### src/rtl/a2d_pkg.sv
`default_nettype none
// ============================================================================
//  Module   : a2d_pkg
//  Purpose  : Shared types and constants for the A2D SPI conversion responder.
//             Holds the FSM state encoding, divider preload, transfer width
//             and the command-word builder used by both transactions.
//  Ports    : none (package)
//  Revision : 1.0  initial release
// ============================================================================
package a2d_pkg;

    typedef enum logic [1:0] {
        IDLE  = 2'd0,
        XFER1 = 2'd1,
        GAP   = 2'd2,
        XFER2 = 2'd3
    } state_t;

    localparam int XFER_BITS  = 16;
    localparam int RES_BITS   = 12;
    localparam int CHNNL_BITS = 3;

    // Command word layout: {CMD_HI_PAD zeros, channel, CMD_LO_PAD zeros}
    localparam int CMD_HI_PAD = 2;
    localparam int CMD_LO_PAD = 11;

    // Preload places the first SCLK fall 9 clk after SS_n asserts.
    localparam logic [4:0] DIV_PRELOAD = 5'b10111;

    function automatic logic [XFER_BITS-1:0] make_cmd(input logic [CHNNL_BITS-1:0] ch);
        return {{CMD_HI_PAD{1'b0}}, ch, {CMD_LO_PAD{1'b0}}};
    endfunction

endpackage
`default_nettype wire

### src/rtl/a2d_spi_phy.sv
`default_nettype none
// ============================================================================
//  Module   : a2d_spi_phy
//  Purpose  : 16-bit SPI master bit engine. Owns the SCLK divider, the MISO
//             sample flop, the shift register and the rise counter. One
//             transaction runs per start pulse; done pulses combinationally
//             on the edge that performs the final shift and releases SS_n.
//  Ports    : clk, rst        - clock, async active-high reset
//             start, cmd      - begin transaction, word to transmit
//             done            - last cycle of transaction (same-edge strobe)
//             rx_word         - low bits of the post-final-shift receive word
//             sclk, mosi,     - SPI pins
//             ss_n, miso
//  Revision : 1.0  initial release
// ============================================================================
module a2d_spi_phy
    import a2d_pkg::*;
#(
    parameter int SCLK_DIV_W = 5
) (
    input  logic                 clk,
    input  logic                 rst,
    input  logic                 start,
    input  logic [XFER_BITS-1:0] cmd,
    output logic                 done,
    output logic [RES_BITS-1:0]  rx_word,
    output logic                 sclk,
    output logic                 mosi,
    output logic                 ss_n,
    input  logic                 miso
);

    localparam int                    c_cnt_w       = $clog2(XFER_BITS + 1);
    localparam logic [SCLK_DIV_W-1:0] c_div_preload = SCLK_DIV_W'(DIV_PRELOAD);
    localparam logic [SCLK_DIV_W-1:0] c_div_rise    = {1'b0, {(SCLK_DIV_W-1){1'b1}}};
    localparam logic [SCLK_DIV_W-1:0] c_div_fall    = {SCLK_DIV_W{1'b1}};
    localparam logic [c_cnt_w-1:0]    c_rise_last   = c_cnt_w'(XFER_BITS);

    logic [SCLK_DIV_W-1:0] r_div;
    logic [XFER_BITS-1:0]  r_shreg;
    logic                  r_sample;
    logic [c_cnt_w-1:0]    r_rise_cnt;
    logic                  r_ss_n;

    logic                  w_rise;
    logic                  w_fall;
    logic                  w_last;
    logic [XFER_BITS-1:0]  w_shifted;

    assign w_rise    = ~r_ss_n && (r_div == c_div_rise);
    assign w_fall    = ~r_ss_n && (r_div == c_div_fall);
    assign w_last    = w_fall && (r_rise_cnt == c_rise_last);
    assign w_shifted = {r_shreg[XFER_BITS-2:0], r_sample};

    assign done    = w_last;
    assign rx_word = w_shifted[RES_BITS-1:0];
    assign sclk    = r_div[SCLK_DIV_W-1];
    assign mosi    = r_shreg[XFER_BITS-1];
    assign ss_n    = r_ss_n;

    always_ff @(posedge clk or posedge rst) begin
        if (rst) begin
            r_div      <= c_div_preload;
            r_shreg    <= '0;
            r_sample   <= 1'b0;
            r_rise_cnt <= '0;
            r_ss_n     <= 1'b1;
        end else if (start) begin
            r_shreg    <= cmd;
            r_ss_n     <= 1'b0;
            r_div      <= c_div_preload;
            r_rise_cnt <= '0;
        end else if (r_ss_n) begin
            r_div <= c_div_preload;
        end else begin
            r_div <= r_div + 1'b1;
            if (w_rise) begin
                r_sample   <= miso;
                r_rise_cnt <= r_rise_cnt + 1'b1;
            end
            // The very first fall has no captured bit behind it, so skip it.
            if (w_fall && (r_rise_cnt != '0)) begin
                r_shreg <= w_shifted;
            end
            if (w_last) begin
                r_ss_n <= 1'b1;
                r_div  <= c_div_preload;
            end
        end
    end

endmodule
`default_nettype wire

### src/rtl/a2d_spi_intf.sv
`default_nettype none
// ============================================================================
//  Module   : a2d_spi_intf
//  Purpose  : Conversion responder between the motion controller and an
//             external SPI ADC. A request runs two SPI transactions carrying
//             the channel command; the second returns the 12-bit result,
//             published with cnv_cmplt.
//  Ports    : clk, rst          - clock, async active-high reset
//             strt_cnv, chnnl   - conversion request and channel
//             cnv_cmplt, res    - completion flag and result
//             a2d_SS_n, SCLK,   - ADC SPI pins
//             MOSI, MISO
//  Revision : 1.0  initial release
// ============================================================================
module a2d_spi_intf
    import a2d_pkg::*;
#(
    parameter int SCLK_DIV_W = 5
) (
    input  logic                  clk,
    input  logic                  rst,
    input  logic                  strt_cnv,
    input  logic [CHNNL_BITS-1:0] chnnl,
    output logic                  cnv_cmplt,
    output logic [RES_BITS-1:0]   res,
    output logic                  a2d_SS_n,
    output logic                  SCLK,
    output logic                  MOSI,
    input  logic                  MISO
);

    state_t                r_state;
    logic [CHNNL_BITS-1:0] r_chnnl;

    logic                  w_start;
    logic                  w_done;
    logic [XFER_BITS-1:0]  w_cmd;
    logic [RES_BITS-1:0]   w_rx;

    // In IDLE the command is built from the live channel so it is ready on
    // the accepting edge; the second transaction uses the latched copy.
    assign w_start = ((r_state == IDLE) && strt_cnv) || (r_state == GAP);
    assign w_cmd   = make_cmd((r_state == IDLE) ? chnnl : r_chnnl);

    a2d_spi_phy #(
        .SCLK_DIV_W (SCLK_DIV_W)
    ) u_phy (
        .clk     (clk),
        .rst     (rst),
        .start   (w_start),
        .cmd     (w_cmd),
        .done    (w_done),
        .rx_word (w_rx),
        .sclk    (SCLK),
        .mosi    (MOSI),
        .ss_n    (a2d_SS_n),
        .miso    (MISO)
    );

    always_ff @(posedge clk or posedge rst) begin
        if (rst) begin
            r_state   <= IDLE;
            r_chnnl   <= '0;
            res       <= '0;
            cnv_cmplt <= 1'b0;
        end else begin
            case (r_state)
                IDLE: begin
                    if (strt_cnv) begin
                        r_chnnl   <= chnnl;
                        cnv_cmplt <= 1'b0;
                        r_state   <= XFER1;
                    end
                end
                XFER1: begin
                    if (w_done) begin
                        r_state <= GAP;
                    end
                end
                GAP: begin
                    r_state <= XFER2;
                end
                XFER2: begin
                    if (w_done) begin
                        res       <= w_rx;
                        cnv_cmplt <= 1'b1;
                        r_state   <= IDLE;
                    end
                end
                default: r_state <= IDLE;
            endcase
        end
    end

endmodule
`default_nettype wire

### config.mk
export PLATFORM = sky130hd
export DESIGN_NAME = a2d_spi_intf
export DESIGN_NICKNAME = d
export VERILOG_FILES = /design/src/rtl/a2d_pkg.sv /design/src/rtl/a2d_spi_phy.sv /design/src/rtl/a2d_spi_intf.sv
export SDC_FILE = /design/constraint.sdc
export NUM_CORES = 1
export LEC_CHECK = 0
export ABC_CLOCK_PERIOD_IN_PS = 2900
export BUFFER_PORTS_ARGS = -buffer_cell sky130_fd_sc_hd__buf_2
export CAP_MARGIN = 20
export CELL_PAD_IN_SITES_DETAIL_PLACEMENT = 1
export CELL_PAD_IN_SITES_GLOBAL_PLACEMENT = 1
export CORE_MARGIN = 2
export CORE_UTILIZATION = 45
export CTS_CLUSTER_SIZE = 40
export DETAILED_ROUTE_END_ITERATION = 10
export GPL_TIMING_DRIVEN = 0
export PLACE_DENSITY = 0.78
export SETUP_SLACK_MARGIN = 0.02
export SLEW_MARGIN = 20
export SYNTH_ARGS = -nofsm -noshare
export SYNTH_HDL_FRONTEND = slang
export SYNTH_SLANG_ARGS = --single-unit
export TNS_END_PERCENT = 20
### constraint.sdc
create_clock -name clk -period 2.9 [get_ports clk]
set_clock_uncertainty 0.2 [all_clocks]
set_input_delay 0.58 -clock clk [delete_from_list [all_inputs] [get_ports clk]]
set_output_delay 0.58 -clock clk [all_outputs]
set_load 0.02 [all_outputs]
==> flow_summary.json <==
{
  "run_status": "finished, final reports clean",
  "first_global_vias": 1497,
  "synth.yosys.seq_area_share_pct": 53.6,
  "detail_route.vias_per_cell": 5.20,
  "cts_max_path_bufs": 2,
  "worst_setup_path_end_kind": "register",
  "grt_antenna_before_repair": 0,
  "irDropWorstVdd_uv": 208,
  "period_minus_slack_ns": 2.59,
  "ys_seq_elements": 46,
  "syn2layout_area_growth_pct": 15.7,
  "post_cts_resize_count": 0,
  "grt_pass1_wl_um": 6990,
  "gp_congestion": 0.737,
  "worst_r2r_path_depth": 8,
  "setup.worst_path.start": "u_phy.r_div[0]",
  "synth_ff_type": "sky130_fd_sc_hd__dfrtp_1",
  "synthMostInstantiatedCell": "sky130_fd_sc_hd__dfrtp_1",
  "post_dp_cell_area_um2": 2360,
  "power_per_cell_area_nw_per_um2": 499,
  "timing.final.crit_share_pct": 89.3,
  "port_buffers": 22,
  "setup_tns_ns": 0,
  "regToRegSetupSlack_ns": 0.31,
  "rows": 25,
  "cts_buffers": 5,
  "yosysWarningCount": 0,
  "timing.setup.critical_path_class": "register to register",
  "worst_r2r_startpoint": "u_phy.r_div[0]",
  "syn_avg_cell_area_um2": 11.4,
  "drc_violations_left": 0,
  "fp.dieW_um": 73.3,
  "place.detailed.hpwl_um": 2990,
  "clk-insertion-delay-late_ns": 0.30,
  "finalNonFillerCells": 274,
  "rsz0062_at_grt": "false",
  "ctsRootBufferMaster": "sky130_fd_sc_hd__clkbuf_8",
  "ios": 23,
  "dpl.cell_count": 266,
  "grt_max_degree": 35,
  "proportion_of_layout_cells_with_a_drive_suffix_above_1_pct": 30.9,
  "cts_tree": "yes",
  "synth_commonest_cells": "sky130_fd_sc_hd__dfrtp_1, sky130_fd_sc_hd__nand2_1, sky130_fd_sc_hd__a21oi_1, sky130_fd_sc_hd__ha_1, sky130_fd_sc_hd__nor2_1",
  "peak_freq_mhz": 386,
  "routedWlPerCell_um": 14.9,
  "critical_path_maximum_fanout": 10,
  "postLayoutCellArea_um2": 2500,
  "worst_hold_check_slack_ns": 0.0216,
  "antenna_cells_inserted": 0,
  "post_cts_buffers": 0,
  "asyncSetResetFlopFracSynth_pct": 100,
  "initial_core_util_pct": 46.4,
  "timing.max_slew.rel_slack_pct": 60.1,
  "fp.dieH_um": 73.3,
  "total_via_count_in_the_routed_design": 1425,
  "leakage_power_nw": 1.27,
  "htreeDepth": 2,
  "holdBufCountCts": 0,
  "final_hold_vios": 0,
  "die_area_um2": 5370,
  "drt.antenna.violating_nets": 0,
  "clk_transition_reported_paths_ns": 0.09,
  "worstPathRequired_ns": 2.89,
  "syn-instance-count": 189,
  "synth.lib_cells_used.distinct": 31,
  "cell_area_after_synthesis_um2": 2160,
  "drt-initial-drc-count": 43,
  "synth-edff-count": 0,
  "mappedNetlistNets": 206,
  "global_route.overflow_total": 0,
  "min_path_type": "primary input to async pin",
  "setup.worst_path.start_class": "register",
  "setup.worst_path.end": "res[8]",
  "netlist.area_leader.share_pct": 47.5,
  "dr.pass1.iters": 4,
  "synth_area_leader_cell": "sky130_fd_sc_hd__dfrtp_1",
  "cap_viol_max_count": 0,
  "core_area_um2": 4660,
  "capturing_point_of_the_worst_reg2reg_path": "res[8]",
  "nets": 236,
  "synth_top_area_cells": "sky130_fd_sc_hd__dfrtp_1, sky130_fd_sc_hd__nand2_1, sky130_fd_sc_hd__mux2_4",
  "timing.final.max_slew_violations": 0,
  "worst_ep_arrival_time_ns": 2.58,
  "postRouteWirelength_um": 4080,
  "timing_worst_slew_pin_value_ns": 0.599,
  "count_of_clock_tree_sinks": 46,
  "setup_violations": 0,
  "gr-usage-all-layers_pct": 17.3
}
## worst min-delay path by stage
stage                  endpoint  depth (start not counted)  slack, ns
2_1_floorplan    u_phy.r_div[0]                          1       0.23
3_3_place_gp     u_phy.r_div[0]                          1       0.24
3_5_place_dp     u_phy.r_div[0]                          1       0.25
4_1_cts                  res[7]                          2       0.02
5_1_grt        u_phy.r_shreg[7]                          2       0.04
6_report                 res[7]                          2       0.02
## where the power goes
| group | total [W] | internal, W | switching, W |
|---|---|---|---|
| Sequential | 0.000641 | 0.000641 | 0 |
| Combinational | 0.0000226 | 0.00000658 | 0.0000160 |
| Clock | 0.000584 | 0.000367 | 0.000216 |
## cells in the final DEF, fill, tap and decap left out, types with 2 or more instances in the layout
| cell type | synthesis | layout |
|---|---|---|
| sky130_fd_sc_hd__dfrtp_1 | 41 | 41 |
| sky130_fd_sc_hd__nand2_1 | 37 | 37 |
| sky130_fd_sc_hd__buf_2 | 0 | 22 |
| sky130_fd_sc_hd__a21oi_1 | 13 | 13 |
| sky130_fd_sc_hd__nor2_1 | 10 | 10 |
| sky130_fd_sc_hd__ha_1 | 10 | 10 |
| sky130_fd_sc_hd__mux2_4 | 9 | 9 |
| sky130_fd_sc_hd__inv_1 | 9 | 8 |
| sky130_fd_sc_hd__mux2_2 | 7 | 7 |
| sky130_fd_sc_hd__a21oi_2 | 7 | 7 |
| sky130_fd_sc_hd__clkbuf_8 | 0 | 6 |
| sky130_fd_sc_hd__dfstp_2 | 5 | 5 |
| sky130_fd_sc_hd__clkbuf_1 | 4 | 4 |
| sky130_fd_sc_hd__xor2_1 | 4 | 4 |
| sky130_fd_sc_hd__buf_6 | 4 | 4 |
| sky130_fd_sc_hd__nand2b_1 | 3 | 3 |
| sky130_fd_sc_hd__nor2b_1 | 3 | 3 |
| sky130_fd_sc_hd__o22ai_1 | 3 | 3 |
| sky130_fd_sc_hd__mux2i_1 | 3 | 3 |
| sky130_fd_sc_hd__xnor2_1 | 2 | 2 |
| sky130_fd_sc_hd__nand4_1 | 2 | 2 |
| sky130_fd_sc_hd__o21ai_0 | 2 | 2 |
| sky130_fd_sc_hd__bufinv_16 | 0 | 2 |
## through the flow
step	total power [W]	worst slack [ns]	utilization (%)
2_1_floorplan	0.000664	0.580	-
3_3_place_gp	0.000674	0.325	50.2
3_5_place_dp	0.000677	0.319	50.6
4_1_cts	0.00127	0.283	53.7
5_1_grt	0.00128	0.161	53.7
6_report	0.00125	0.311	53.7
## sequential cells by signal, summed over array words and instances, names as in the netlist
register          flops
u_phy.r_div           5
r_chnnl               3
u_phy.r_sample        1
r_state               2
u_phy.r_rise_cnt      5
u_phy.r_shreg        16
cnv_cmplt             1
u_phy.ss_n            1
res                  12
## area by class of cell
cell class	count	area [µm²]
Buffer	9	75.1
Clock buffer	6	82.6
Timing Repair Buffer	23	130
Multi-Input combinational cell	125	895
Sequential cell	46	1160
Tap cell	54	67.6
Fill cell	506	2160
Clock inverter	2	60.1
Inverter	9	33.8
## critical path, cell delays in order (launching register included)
cell                       delay, ns
sky130_fd_sc_hd__dfstp_2        0.55
sky130_fd_sc_hd__ha_1           0.18
sky130_fd_sc_hd__and3_1         0.20
sky130_fd_sc_hd__ha_1           0.20
sky130_fd_sc_hd__nand2b_4       0.07
sky130_fd_sc_hd__nor4_4         0.38
sky130_fd_sc_hd__nand2_2        0.19
sky130_fd_sc_hd__buf_6          0.20
sky130_fd_sc_hd__mux2_4         0.30
## per-layer routing
metal	global-route usage, %	wire length (µm)	vias up
met2	28.7	2020	16
met3	4.53	99	6
li1	-	-	688
met5	0	0	-
met1	22.0	1890	715
met4	6.06	64	0
## kinds of logic after synthesis
kind of cell	share of synthesized area, %
muxes	11.3
adders and majority gates	5.79
buffers and inverters	5.04
DFF	53.6
and+or+nand+nor	13.9
xor gates and xnor gates	2.43
AOI/OAI and AO/OA	7.99
(Power assumes the default switching activity.)
